<file path="config.mk">
export PLATFORM = sky130hd
export DESIGN_NAME = watch_time_core_flat
export DESIGN_NICKNAME = d
export VERILOG_FILES = /design/src/rtl/watch_pkg.sv /design/src/rtl/watch_time_core_if.sv /design/src/rtl/btn_edge.sv /design/src/rtl/watch_time_core.sv /design/src/flat_wrapper.sv
export SDC_FILE = /design/constraint.sdc
export NUM_CORES = 1
export LEC_CHECK = 0
export ABC_CLOCK_PERIOD_IN_PS = 2400
export CAP_MARGIN = 20
export CORE_MARGIN = 2
export CORE_UTILIZATION = 56
export DETAILED_ROUTE_END_ITERATION = 7
export HOLD_SLACK_MARGIN = 0.15
export PLACE_DENSITY = 0.9
export SETUP_SLACK_MARGIN = 0.5
export SLEW_MARGIN = 15
export SYNTH_ARGS = -nofsm -noshare
export SYNTH_HDL_FRONTEND = slang
export SYNTH_SLANG_ARGS = --single-unit
</file>
<file path="constraint.sdc">
create_clock -name Clk_50MHz -period 2.4 [get_ports Clk_50MHz]
set_input_delay 0.48 -clock Clk_50MHz [delete_from_list [all_inputs] [get_ports Clk_50MHz]]
set_output_delay 0.48 -clock Clk_50MHz [all_outputs]
set_load 0.05 [all_outputs]
</file>
<file path="src/rtl/watch_pkg.sv">
// Shared types and constants for the watch timekeeping block: field width,
// mode FSM encoding and field limits.
package watch_pkg;

    typedef logic [6:0] field_t;

    typedef enum logic [1:0] {
        RUN   = 2'd0,
        SET_H = 2'd1,
        SET_M = 2'd2,
        SET_S = 2'd3
    } state_e;

    localparam field_t SEC_MAX    = 7'd59;
    localparam field_t MIN_MAX    = 7'd59;
    localparam field_t HOUR12_MIN = 7'd1;
    localparam field_t HOUR12_MAX = 7'd12;

    function automatic field_t wrap_inc(input field_t v, input field_t max_v);
        return (v == max_v) ? 7'd0 : v + 7'd1;
    endfunction

endpackage

</file>
<file path="src/rtl/watch_time_core_if.sv">
// Button inputs and display-side outputs of the watch time core.
interface watch_time_core_if;
    import watch_pkg::*;

    logic   Mode_Btn;
    logic   Inc_Btn;
    field_t Hours;
    field_t Minutes;
    field_t Seconds;
    logic   Blink_H;
    logic   Blink_M;
    logic   Blink_S;
    logic   Tick_1Hz;
    logic   Pm;

    modport master (
        output Mode_Btn, Inc_Btn,
        input  Hours, Minutes, Seconds, Blink_H, Blink_M, Blink_S, Tick_1Hz, Pm
    );

    modport slave (
        input  Mode_Btn, Inc_Btn,
        output Hours, Minutes, Seconds, Blink_H, Blink_M, Blink_S, Tick_1Hz, Pm
    );

endinterface

</file>
<file path="src/rtl/btn_edge.sv">
// Two-flop synchroniser plus rising-edge detector: one-cycle pulse per press.
module btn_edge (
    input  logic Clk_50MHz,
    input  logic Reset,
    input  logic btn,
    output logic pulse
);

    logic sync_p0, sync_p1, prev_p2;

    always_ff @(posedge Clk_50MHz) begin
        if (Reset) begin
            sync_p0 <= 1'b0;
            sync_p1 <= 1'b0;
            prev_p2 <= 1'b0;
        end else begin
            sync_p0 <= btn;
            sync_p1 <= sync_p0;
            prev_p2 <= sync_p1;
        end
    end

    assign pulse = sync_p1 & ~prev_p2;

endmodule

</file>
<file path="src/rtl/watch_time_core.sv">
// Watch timekeeping core: 1 Hz prescaler, H:M:S carry chain and set-mode FSM.
// Define HOUR12_EN for 12-hour counting with a PM flag.
module watch_time_core
    import watch_pkg::*;
#(
    parameter int CLK_HZ   = 50_000_000,
    parameter int HOUR_MAX = 23
) (
    input  logic               Clk_50MHz,
    input  logic               Reset,
    watch_time_core_if.slave   io
);

    localparam int PRESC_W = (CLK_HZ > 1) ? $clog2(CLK_HZ) : 1;
    localparam logic [PRESC_W-1:0] PRESC_LAST = PRESC_W'(CLK_HZ - 1);

    localparam logic [1:0] ST_RUN   = RUN;
    localparam logic [1:0] ST_SET_H = SET_H;
    localparam logic [1:0] ST_SET_M = SET_M;
    localparam logic [1:0] ST_SET_S = SET_S;

`ifdef HOUR12_EN
    localparam field_t HOUR_RST = HOUR12_MAX;
`else
    localparam field_t HOUR_RST = 7'd0;
`endif

    logic               mode_pls, inc_pls;
    logic [1:0]         state, state_nxt;
    logic [PRESC_W-1:0] presc;
    field_t             hours, minutes, seconds, hours_inc;
    logic               pm, pm_inc;
    logic               tick, blink_h, blink_m, blink_s;

    btn_edge u_mode (.Clk_50MHz(Clk_50MHz), .Reset(Reset), .btn(io.Mode_Btn), .pulse(mode_pls));
    btn_edge u_inc  (.Clk_50MHz(Clk_50MHz), .Reset(Reset), .btn(io.Inc_Btn),  .pulse(inc_pls));

    always_comb begin
        state_nxt = state;
        if (mode_pls) begin
            case (state)
                ST_RUN:   state_nxt = ST_SET_H;
                ST_SET_H: state_nxt = ST_SET_M;
                ST_SET_M: state_nxt = ST_SET_S;
                default:  state_nxt = ST_RUN;
            endcase
        end
    end

    // Shared by the run-time carry and the set-mode increment.
    always_comb begin
`ifdef HOUR12_EN
        pm_inc    = pm;
        hours_inc = hours + 7'd1;
        if (hours == HOUR12_MAX)
            hours_inc = HOUR12_MIN;
        else if (hours == HOUR12_MAX - 7'd1)
            pm_inc = ~pm;
`else
        pm_inc    = 1'b0;
        hours_inc = (hours == field_t'(HOUR_MAX)) ? 7'd0 : hours + 7'd1;
`endif
    end

    always_ff @(posedge Clk_50MHz) begin
        if (Reset) begin
            state   <= ST_RUN;
            presc   <= '0;
            tick    <= 1'b0;
            blink_h <= 1'b0;
            blink_m <= 1'b0;
            blink_s <= 1'b0;
            hours   <= HOUR_RST;
            minutes <= 7'd0;
            seconds <= 7'd0;
            pm      <= 1'b0;
        end else begin
            state   <= state_nxt;
            tick    <= 1'b0;
            blink_h <= (state_nxt == ST_SET_H);
            blink_m <= (state_nxt == ST_SET_M);
            blink_s <= (state_nxt == ST_SET_S);

            // Leaving RUN or sitting in a set state keeps the prescaler at zero.
            if (state != ST_RUN || mode_pls) begin
                presc <= '0;
            end else if (presc == PRESC_LAST) begin
                presc   <= '0;
                tick    <= 1'b1;
                seconds <= wrap_inc(seconds, SEC_MAX);
                if (seconds == SEC_MAX) begin
                    minutes <= wrap_inc(minutes, MIN_MAX);
                    if (minutes == MIN_MAX) begin
                        hours <= hours_inc;
                        pm    <= pm_inc;
                    end
                end
            end else begin
                presc <= presc + PRESC_W'(1);
            end

            if (inc_pls && !mode_pls) begin
                case (state)
                    ST_SET_H: begin
                        hours <= hours_inc;
                        pm    <= pm_inc;
                    end
                    ST_SET_M: minutes <= wrap_inc(minutes, MIN_MAX);
                    ST_SET_S: seconds <= wrap_inc(seconds, SEC_MAX);
                    default:  ;
                endcase
            end
        end
    end

    assign io.Hours    = hours;
    assign io.Minutes  = minutes;
    assign io.Seconds  = seconds;
    assign io.Blink_H  = blink_h;
    assign io.Blink_M  = blink_m;
    assign io.Blink_S  = blink_s;
    assign io.Tick_1Hz = tick;
    assign io.Pm       = pm;

endmodule

</file>
<file path="src/flat_wrapper.sv">
// flat-port wrapper written by rule: the top's interface ports become plain ports
module watch_time_core_flat import watch_pkg::*;
#(
    parameter int CLK_HZ   = 50_000_000,
    parameter int HOUR_MAX = 23
)
  (Clk_50MHz, Reset, io_Mode_Btn, io_Inc_Btn, io_Hours, io_Minutes, io_Seconds, io_Blink_H, io_Blink_M, io_Blink_S, io_Tick_1Hz, io_Pm);
  watch_time_core_if io_i ();
  input  logic Clk_50MHz;
  input  logic Reset;
  input wire logic [$bits(io_i.Mode_Btn)-1:0] io_Mode_Btn;
  input wire logic [$bits(io_i.Inc_Btn)-1:0] io_Inc_Btn;
  output wire logic [$bits(io_i.Hours)-1:0] io_Hours;
  output wire logic [$bits(io_i.Minutes)-1:0] io_Minutes;
  output wire logic [$bits(io_i.Seconds)-1:0] io_Seconds;
  output wire logic [$bits(io_i.Blink_H)-1:0] io_Blink_H;
  output wire logic [$bits(io_i.Blink_M)-1:0] io_Blink_M;
  output wire logic [$bits(io_i.Blink_S)-1:0] io_Blink_S;
  output wire logic [$bits(io_i.Tick_1Hz)-1:0] io_Tick_1Hz;
  output wire logic [$bits(io_i.Pm)-1:0] io_Pm;
  assign io_i.Mode_Btn = io_Mode_Btn;
  assign io_i.Inc_Btn = io_Inc_Btn;
  assign io_Hours = io_i.Hours;
  assign io_Minutes = io_i.Minutes;
  assign io_Seconds = io_i.Seconds;
  assign io_Blink_H = io_i.Blink_H;
  assign io_Blink_M = io_i.Blink_M;
  assign io_Blink_S = io_i.Blink_S;
  assign io_Tick_1Hz = io_i.Tick_1Hz;
  assign io_Pm = io_i.Pm;
  watch_time_core #(.CLK_HZ(CLK_HZ), .HOUR_MAX(HOUR_MAX)) u_core (.Clk_50MHz(Clk_50MHz), .Reset(Reset), .io(io_i));
endmodule
</file>
==> results of run 1 <==
==> stage by stage <==
stage,utilization [%],hold WS [ps],instance area [um^2],total power (uW)
2_1_floorplan,-,414,2980,1110
3_3_place_gp,65.9,422,3340,1140
3_5_place_dp,65.9,442,3340,1140
4_1_cts,72.2,456,3660,1990
5_1_grt,74.7,473,3790,2060
6_report,74.7,451,3790,1990
==> metal layers <==
layer	up-vias	part of all wire, %
li1	1284	-
met5	-	0
met2	119	49
met1	1374	43
met4	0	2.5
met3	24	5.3
==> cell usage after synthesis (9+ instances only) <==
master | number | area share, %
sky130_fd_sc_hd__nand2_1 | 25 | 3.2
sky130_fd_sc_hd__nand3_1 | 15 | 2.6
sky130_fd_sc_hd__and2_1 | 9 | 1.9
sky130_fd_sc_hd__nor2_1 | 38 | 4.9
sky130_fd_sc_hd__clkbuf_1 | 9 | 1.1
sky130_fd_sc_hd__o21ai_0 | 11 | 1.9
sky130_fd_sc_hd__inv_1 | 9 | 1.1
sky130_fd_sc_hd__xnor2_1 | 10 | 3.0
sky130_fd_sc_hd__nand4_1 | 11 | 2.3
sky130_fd_sc_hd__a21oi_1 | 10 | 1.7
sky130_fd_sc_hd__xor2_1 | 13 | 3.9
sky130_fd_sc_hd__dfxtp_1 | 60 | 41
sky130_fd_sc_hd__nor2b_1 | 12 | 2.6
==> critical path: cells and delay by family (launching register included) <==
kind | cells | cell delay [ps]
and+or+nand+nor | 3 | 940
DFF | 1 | 340
muxes | 1 | 300
AOI/OAI and AO/OA | 1 | 190
buffers and inverters | 1 | 170
==> kinds of logic (layout without fill, tap and decap cells) <==
group / count (synthesis) / in the layout / share of synthesized area, %
buffers and inverters: 22 / 70 / 3.19
multiplexers: 6 / 6 / 2.21
AO/OA/AOI/OAI: 46 / 46 / 10.9
adder cells (fa/ha/maj): 8 / 8 / 3.41
flip-flops: 60 / 60 / 40.9
AND/OR/NAND/NOR: 167 / 167 / 32.5
XOR/XNOR: 23 / 23 / 6.86
==> power by group <==
group / internal, uW / switching, uW / total [uW]
combinational: 33.9 / 67.6 / 101
clock: 481 / 384 / 864
sequential: 1010 / 17.8 / 1030
total: 1520 / 469 / 1990
==> registers in the layout (all words and copies together) (netlist names), 2 cells and up <==
register           count
u_core.state           2
u_core.presc          26
u_core.io.Minutes      7
u_core.io.Seconds      7
u_core.io.Hours        7
==> area by class of cell <==
type / count / area [um^2] / share of cell area, %
well taps: 70 / 87.6 / 2.31
clock inverters: 1 / 5.00 / 0.132
multi-input cells: 250 / 1860 / 48.9
clock buffers: 14 / 183 / 4.82
inverters: 9 / 33.8 / 0.891
repair buffers: 46 / 400 / 10.6
flip-flops and latches: 60 / 1230 / 32.4
==> worst max path at each step <==
stage                startpoint                    to  slack [ps]  cells past startpoint
2_1_floorplan  u_core.presc[11]  u_core.io.Minutes[6]         350                      6
3_3_place_gp    u_core.presc[8]  u_core.io.Minutes[6]         310                      5
3_5_place_dp    u_core.presc[8]  u_core.io.Minutes[6]         280                      5
4_1_cts        u_core.presc[11]  u_core.io.Minutes[6]         310                      6
5_1_grt        u_core.presc[10]  u_core.io.Minutes[2]         290                      7
6_report       u_core.presc[18]  u_core.io.Minutes[6]         360                      6
==> timing repair <==
item | CTS | global route
endpoints found under the hold margin | 0 | 0
buffers inserted | 9 | 2
gates resized for setup | 48 | 31
pin swaps | 12 | 15
endpoints found under the setup margin | 47 | 47
==> flow_metrics.env, run 1 <==
export IMPL_synthesis_area_per_instance_um2=8.85
export IMPL_most_common_layout_cells="45 x sky130_fd_sc_hd__dfxtp_1, 37 x sky130_fd_sc_hd__nor2_1, 26 x sky130_fd_sc_hd__dlygate4sd2_1"
export IMPL_cp_required_ps=2630
export IMPL_clock_insertion_delay_worst_skew_ps=350
export IMPL_grt_pass1_vias=2620
export IMPL_depth_of_the_worst_register_to_register_path=6
export IMPL_fp_coreArea_um2=5070
export IMPL_worst_setup_path_type="flip-flop to flip-flop"
export IMPL_synthToLayoutAreaGrowth_pct=29.1
export IMPL_die_height_um=76.4
export IMPL_number_of_nets_at_the_end_of_the_flow=388
export IMPL_crit_path_max_incr_delay_ps=420
export IMPL_clock_tree_buffer_depth=2
export IMPL_final_min_period_over_clock_period_pct=84.9
export IMPL_cts_buffers_inserted=9
export IMPL_globalRoute_totalOverflow=0
export IMPL_synthesis_yosys_warnings=0
export IMPL_synth_async_sr_flop_share_pct=0
export IMPL_global_route_usage_met2_pct=39.9
export IMPL_initialDrtViolationCount=371
export IMPL_drt_antenna_violating_nets=0
export IMPL_setup_violations=0
export IMPL_worstReg2RegEnd="u_core.io.Minutes[6]"
export IMPL_cts_htree_levels=3
export IMPL_setup_worst_path_end_class="flip-flop"
export IMPL_tns_ps=0
export IMPL_drt_pre_antenna_iters=5
export IMPL_hold_path_end="u_core.u_mode.sync_p1"
export IMPL_layout_drive_gt1_share_pct=23.9
export IMPL_leakagePower_uw=0.00150
export IMPL_postSynthRegisterBits=60
export IMPL_reg2reg_from="u_core.presc[18]"
export IMPL_dp_final_hpwl_um=4470
export IMPL_die_width_um=76.4
export IMPL_clkTransAtPathRegs_ps=60
export IMPL_preCtsSetupSlack_ps=278
export IMPL_floorplan_die_area_um2=5840
export IMPL_critical_path_launch_point_type="flip-flop"
export IMPL_synth_enable_flop_cells=0
export IMPL_share_of_synthesized_area_occupied_by_flip_flops_and_latches_pct=40.9
export IMPL_slew_headroom_pct=56.6
export IMPL_slew_at_the_pin_closest_to_its_max_slew_limit_ps=651
export IMPL_clock_sinks=60
export IMPL_regToRegSetupSlack_ps=360
export IMPL_routabilityCongestion=0.896
export IMPL_postRouteWirelength_um=7710
export IMPL_most_frequently_used_flop_master_after_synthesis="sky130_fd_sc_hd__dfxtp_1"
export IMPL_fmax_ghz=0.491
export IMPL_grt_use_met3_pct=6.16
export IMPL_vdd_ir_drop_max_mv=0.444
export IMPL_initial_utilization_pct=57.9
export IMPL_maximum_fanout_along_the_worst_path=4
export IMPL_synth_net_count=344
export IMPL_grt_start_max_net_pins=24
export IMPL_detailroute_via_count=2801
export IMPL_syn_instance_count=332
export IMPL_ios=30
export IMPL_power_density_cell_area_nw_per_um2=525
export IMPL_cp_arrival_ps=2270
export IMPL_number_of_cells_traversed_by_the_worst_hold_path=1
export IMPL_path_cells="or3b_4 -> nor4_4 -> buf_4 -> and4_4 -> o2111a_1 -> mux2_4"
export IMPL_fin_ws_ps=363
export IMPL_antenna_cells_inserted=0
export IMPL_finalWorstPathRequiredPeriod_ps=2040
export IMPL_grt_use_met1_pct=30.8
export IMPL_number_of_cells_in_the_design_after_placement=424
export IMPL_cts_root_buf="sky130_fd_sc_hd__clkbuf_8"
export IMPL_globalRoute_busiestLayer="met2"
export IMPL_outcome="complete, no violations"
export IMPL_max_cap_violations=0
export IMPL_rows=26
export IMPL_yosys_cell_types_count=54
export IMPL_grt_use_total_pct=24.7
export IMPL_cts_hold_buf=0
export IMPL_layout_filler_cells=356
export IMPL_portBuffers=29
export IMPL_grt_pass1_wl_um=11700
export IMPL_clock_tree_from_tritoncts="built"
export IMPL_timing_clock_skew_ps=8.71
export IMPL_initial_antenna_violation_count=0
export IMPL_cpMaxStageDelayCell="sky130_fd_sc_hd__or3b_4"
export IMPL_vias_per_cell=6.22
export IMPL_hold_path_startpoint="u_core.u_mode.sync_p0"
export IMPL_holdCritPathClass="flip-flop to flip-flop"
export IMPL_route_detailed_wl_per_inst_um=17.1
export IMPL_post_synth_instance_area_um2=2940
export IMPL_rsz_0062_raised_after_global_routing="yes"
export IMPL_drc_errors=0
export IMPL_final_max_slew_viol_count=0
export IMPL_layout_commonest_cell="sky130_fd_sc_hd__dfxtp_1"
export IMPL_final_cell_count_no_fill=450
export IMPL_hold_violations=0
(Power assumes the default switching activity.)
==> run 2, diff against run 1 <==
Settings changed: ABC_CLOCK_PERIOD_IN_PS 2400 to 2100.
Clock period 2.4 ns to 2.1 ns, I/O delays scaled along.
==> run 2 against run 1 <==
  * Final cell count rose by 2.7%
  * Combinational power increased by 75%
  * Setup slack got worse by 310 ps
  * Hold slack lost 5.2 ps
  * Register-to-register slack lost 310 ps
  * Count of clock-buffer cells in the layout fell by 4
  * Flip-flop and latch count unchanged
  * Global-route usage grew 4.0 points
  * Total power up 19%
  * Sequential share of layout area is 1.6 points lower
  * Wire length rose by 8.1%
==> flow_metrics.env, run 2 (same netlist as run 1, synthesis figures left out) <==
export IMPL_outcome="complete, no violations"
export IMPL_max_cap_violations=0
export IMPL_most_common_layout_cells="45 x sky130_fd_sc_hd__dfxtp_1, 38 x sky130_fd_sc_hd__nor2_1, 20 x sky130_fd_sc_hd__nand2_1"
export IMPL_final_cell_count_no_fill=462
export IMPL_vdd_ir_drop_max_mv=0.673
export IMPL_antenna_cells_inserted=0
export IMPL_setup_worst_path_end_class="flip-flop"
export IMPL_number_of_cells_traversed_by_the_worst_hold_path=1
export IMPL_layout_filler_cells=304
export IMPL_post_dp_cell_area_um2=3470
export IMPL_fmax_ghz=0.489
export IMPL_grt_pass1_vias=2783
export IMPL_fp_coreArea_um2=5070
export IMPL_routabilityCongestion=0.882
export IMPL_multiInputGateArea_um2=1890
export IMPL_cp_endpoint="u_core.io.Hours[2]"
export IMPL_drt_pre_antenna_iters=5
export IMPL_hold_violations=0
export IMPL_cp_required_ps=2350
export IMPL_worst_setup_path_startpoint="u_core.presc[8]"
export IMPL_max_flop_register="u_core.presc"
export IMPL_reg2reg_from="u_core.presc[8]"
export IMPL_timing_clock_skew_ps=9.26
export IMPL_tns_ps=0
export IMPL_power_density_cell_area_nw_per_um2=594
export IMPL_cp_arrival_ps=2290
export IMPL_number_of_nets_at_the_end_of_the_flow=399
export IMPL_die_width_um=76.4
export IMPL_regToRegSetupSlack_ps=60
export IMPL_vias_per_cell=6.20
export IMPL_cts_htree_levels=3
export IMPL_globalRoute_totalOverflow=0
export IMPL_clock_sinks=60
export IMPL_grt_start_max_net_pins=29
export IMPL_setup_violations=0
export IMPL_number_of_cells_in_the_design_after_placement=437
export IMPL_route_detailed_wl_per_inst_um=18.1
export IMPL_clock_tree_buffer_depth=2
export IMPL_slew_at_the_pin_closest_to_its_max_slew_limit_ps=481
export IMPL_largest_register_ffs=26
export IMPL_clock_insertion_delay_worst_skew_ps=350
export IMPL_cts_root_buf="sky130_fd_sc_hd__clkbuf_8"
export IMPL_final_max_slew_viol_count=0
export IMPL_drc_errors=0
export IMPL_leakagePower_uw=0.00149
export IMPL_layout_commonest_cell="sky130_fd_sc_hd__dfxtp_1"
export IMPL_depth_of_the_worst_register_to_register_path=6
export IMPL_slew_headroom_pct=68.0
export IMPL_synthToLayoutAreaGrowth_pct=36.1
export IMPL_die_height_um=76.4
export IMPL_grt_pass1_wl_um=13400
export IMPL_rsz_0062_raised_after_global_routing="yes"
export IMPL_final_min_period_over_clock_period_pct=97.3
export IMPL_holdCritPathClass="flip-flop to flip-flop"
export IMPL_worstReg2RegEnd="u_core.io.Hours[2]"
export IMPL_initial_antenna_violation_count=0
export IMPL_maximum_fanout_along_the_worst_path=6
export IMPL_finalWorstPathRequiredPeriod_ps=2040
export IMPL_floorplan_die_area_um2=5840
export IMPL_register_area_um2=1230
export IMPL_initial_utilization_pct=57.9
export IMPL_initialDrtViolationCount=246
export IMPL_critical_path_launch_point_type="flip-flop"
export IMPL_clkTransAtPathRegs_ps=70
export IMPL_dp_final_hpwl_um=4760
export IMPL_ios=30
export IMPL_detailroute_via_count=2865
export IMPL_portBuffers=29
export IMPL_clock_tree_from_tritoncts="built"
export IMPL_layout_drive_gt1_share_pct=33.4
export IMPL_grt_use_total_pct=28.7
export IMPL_postRouteWirelength_um=8340
export IMPL_drt_antenna_violating_nets=0
export IMPL_cts_buffers_inserted=9
export IMPL_post_route_standard_cell_area_excluding_fillers_um2=4000
export IMPL_worst_setup_path_type="flip-flop to flip-flop"
export IMPL_rows=26
[run 2: worst max-delay path, stage by stage, from the launching register on]
cell	delay (ps)
sky130_fd_sc_hd__dfxtp_2	320
sky130_fd_sc_hd__or4_4	550
sky130_fd_sc_hd__nor4_4	170
sky130_fd_sc_hd__buf_6	170
sky130_fd_sc_hd__and4bb_4	340
sky130_fd_sc_hd__o21ai_2	80
sky130_fd_sc_hd__mux2_4	310
[run 2: layout make-up]
cell class	count	area share (%)
clock buffer	10	3.19
clock inverter	6	1.63
inverter	9	0.845
multi-input combinational	250	47.2
sequential	60	30.8
tap	70	2.19
timing repair buffer	57	14.1
[run 2: metal layers]
layer  track usage, %  up-vias  share of wire (%)
met5                0        -                  0
met4             14.0        0                3.4
met3             9.48       35                6.2
met2             48.8      138                 52
met1             32.2     1382                 39
li1                 -     1310                  -
[run 2: how the worst min path moves through the flow]
stage	from	end	slack [ps]
final	u_core.u_mode.sync_p0	u_core.u_mode.sync_p1	450
after global routing	u_core.u_mode.sync_p0	u_core.u_mode.sync_p1	460
after CTS	u_core.u_mode.sync_p0	u_core.u_mode.sync_p1	450
after detailed placement	u_core.u_mode.sync_p0	u_core.u_mode.sync_p1	430
after global placement	u_core.u_mode.sync_p0	u_core.u_mode.sync_p1	420
after floorplan	u_core.u_inc.sync_p0	u_core.u_inc.sync_p1	410
[run 2: per-stage QoR]
step | power (uW) | util [%] | hold WS [ps] | setup slack (ps)
2_1_floorplan | 1270 | - | 414 | 55.2
3_3_place_gp | 1320 | 68.5 | 422 | 65.2
3_5_place_dp | 1320 | 68.5 | 428 | 12.7
4_1_cts | 2380 | 78.1 | 448 | 79.0
5_1_grt | 2440 | 78.8 | 464 | -25.1
6_report | 2370 | 78.8 | 446 | 55.7
[run 2: report_power, final]
group          switching (uW)  total, uW  leakage, uW  internal [uW]
clock network             483       1030    0.0000962            547
registers                17.3       1170     0.000494           1150
logic                    95.5        177     0.000896           81.2
[run 2: timing repair]
action | CTS | global route
pin swaps | 16 | 8
hold buffers | 0 | 0
gates resized for setup | 117 | 32
endpoints found under the setup margin | 74 | 58
gates cloned | 2 | 0
buffers inserted | 7 | 0
==> run 3, diff against run 2 <==
Settings changed: RECOVER_POWER set to 100.
==> run 3 against run 2 <==
  * Hold slack hardly changed
  * Global-route usage stayed put
  * Largest power group unchanged
  * Die area stayed put
  * Wire length is 1.3% lower
  * Sequential share of layout area is 1.0 points higher
  * Setup slack worse by 4.2 ps
  * Final cell count stayed put
  * Critical endpoint unchanged
  * Maximum frequency is 0.21% lower
  * Critical path type unchanged
  * Critical path depth stayed put
==> flow_metrics.env, run 3 (same netlist as run 1, synthesis figures left out) <==
export IMPL_outcome="complete, no violations"
export IMPL_ios=30
export IMPL_grt_pass1_wl_um=13400
export IMPL_number_of_nets_at_the_end_of_the_flow=399
export IMPL_cts_root_buf="sky130_fd_sc_hd__clkbuf_8"
export IMPL_vdd_ir_drop_max_mv=0.672
export IMPL_leakagePower_uw=0.00140
export IMPL_hold_violations=0
export IMPL_portBuffers=29
export IMPL_cts_htree_levels=3
export IMPL_cpMaxStageDelayCell="sky130_fd_sc_hd__or4_4"
export IMPL_grt_use_total_pct=28.7
export IMPL_routabilityCongestion=0.882
export IMPL_layout_commonest_cell="sky130_fd_sc_hd__dfxtp_1"
export IMPL_rows=26
export IMPL_worst_setup_path_type="flip-flop to flip-flop"
export IMPL_grt_start_max_net_pins=29
export IMPL_setup_violations=0
export IMPL_finalWorstPathRequiredPeriod_ps=2050
export IMPL_clkTransAtPathRegs_ps=70
export IMPL_drt_pre_antenna_iters=8
export IMPL_setup_worst_path_end_class="flip-flop"
export IMPL_max_flop_register="u_core.presc"
export IMPL_pwr_total_uw=2370
export IMPL_floorplan_die_area_um2=5840
export IMPL_path_cells="or4_4 -> nor4_4 -> buf_6 -> and4bb_4 -> o21ai_2 -> mux2_4"
export IMPL_die_height_um=76.4
export IMPL_drt_antenna_violating_nets=0
export IMPL_clock_sinks=60
export IMPL_crit_path_max_incr_delay_ps=550
export IMPL_fp_coreArea_um2=5070
export IMPL_layout_core_utilization_pct=76.3
export IMPL_cp_top_family="simple AND/OR/NAND/NOR gates"
export IMPL_initialDrtViolationCount=258
export IMPL_die_width_um=76.4
export IMPL_most_common_layout_cells="45 x sky130_fd_sc_hd__dfxtp_1, 38 x sky130_fd_sc_hd__nor2_1, 26 x sky130_fd_sc_hd__clkbuf_1"
export IMPL_cp_arrival_ps=2290
export IMPL_maximum_fanout_along_the_worst_path=6
export IMPL_holdCritPathClass="flip-flop to flip-flop"
export IMPL_clock_tree_buffer_depth=2
export IMPL_initial_utilization_pct=57.9
export IMPL_detailroute_via_count=2866
export IMPL_initial_antenna_violation_count=0
export IMPL_clock_tree_from_tritoncts="built"
export IMPL_final_max_slew_viol_count=0
export IMPL_antenna_cells_inserted=0
export IMPL_cp_required_ps=2350
export IMPL_layout_drive_gt1_share_pct=26.8
export IMPL_route_detailed_wl_per_inst_um=17.8
export IMPL_dp_final_hpwl_um=4760
export IMPL_synthToLayoutAreaGrowth_pct=31.8
export IMPL_cts_buffers_inserted=9
export IMPL_globalRoute_totalOverflow=0
export IMPL_timing_clock_skew_ps=9.47
export IMPL_number_of_cells_in_the_design_after_placement=437
export IMPL_slew_at_the_pin_closest_to_its_max_slew_limit_ps=634
export IMPL_clock_insertion_delay_worst_skew_ps=350
export IMPL_grt_pass1_vias=2783
export IMPL_final_min_period_over_clock_period_pct=97.5
export IMPL_final_cell_count_no_fill=462
export IMPL_fmax_ghz=0.488
export IMPL_cts_hold_buf=0
export IMPL_critical_path_launch_point_type="flip-flop"
export IMPL_rsz_0062_raised_after_global_routing="yes"
export IMPL_postRouteWirelength_um=8230
export IMPL_slew_headroom_pct=57.9
export IMPL_max_cap_violations=0
export IMPL_power_density_cell_area_nw_per_um2=613
export IMPL_largest_register_ffs=26
export IMPL_vias_per_cell=6.20
export IMPL_layout_filler_cells=337
export IMPL_drc_errors=0
export IMPL_worst_path_buf_inv=1
-- run 3: routing by layer --
layer,track usage [%],vias up,routed length (um)
met5,0,-,0
li1,-,1312,-
met4,14.0,0,318
met1,32.2,1375,3160
met3,9.48,40,494
met2,48.8,139,4250
-- run 3: worst paths after layout --
path | startpoint | to | slack (ps) | depth (start not counted)
worst min-delay path | u_core.u_mode.sync_p0 | u_core.u_mode.sync_p1 | 450 | 1
worst max register to register | u_core.presc[8] | u_core.io.Hours[2] | 50 | 6
worst max-delay path | u_core.presc[8] | u_core.io.Hours[2] | 50 | 6
worst min register to register | u_core.u_mode.sync_p0 | u_core.u_mode.sync_p1 | 450 | 1
-- run 3: cell type report --
cell class | instances | area (um^2) | area share, %
flip-flops and latches | 60 | 1230 | 31.8
repair buffers | 57 | 442 | 11.4
clock inverters | 6 | 65.1 | 1.68
multi-input cells | 250 | 1890 | 48.7
clock buffers | 10 | 128 | 3.30
inverters | 9 | 33.8 | 0.873
well taps | 70 | 87.6 | 2.26
-- run 3: power by group --
group | internal [uW] | leakage [uW] | total, uW | switching, uW
sequential | 1150 | 0.000494 | 1170 | 16.9
clock | 547 | 0.0000962 | 1030 | 485
combinational | 78.8 | 0.000812 | 173 | 94.4
-- run 3: timing repair --
action | in CTS | in global routing
endpoints found under the setup margin | 74 | 58
gates cloned | 2 | 0
hold endpoints to repair | 0 | 0
buffers inserted | 7 | 0
resized for setup | 117 | 32
pin swaps | 16 | 8
-- run 3: through the flow --
| stage | hold slack, ps | worst slack (ps) | area [um^2] | setup TNS, ps |
|---|---|---|---|---|
| 6_report | 446 | 51.5 | 3870 | 0 |
| 5_1_grt | 464 | -26.3 | 3870 | -31.7 |
| 4_1_cts | 448 | 79.0 | 3960 | 0 |
| 3_5_place_dp | 428 | 12.7 | 3470 | 0 |
| 3_3_place_gp | 422 | 65.2 | 3470 | 0 |
| 2_1_floorplan | 414 | 55.2 | 3000 | 0 |
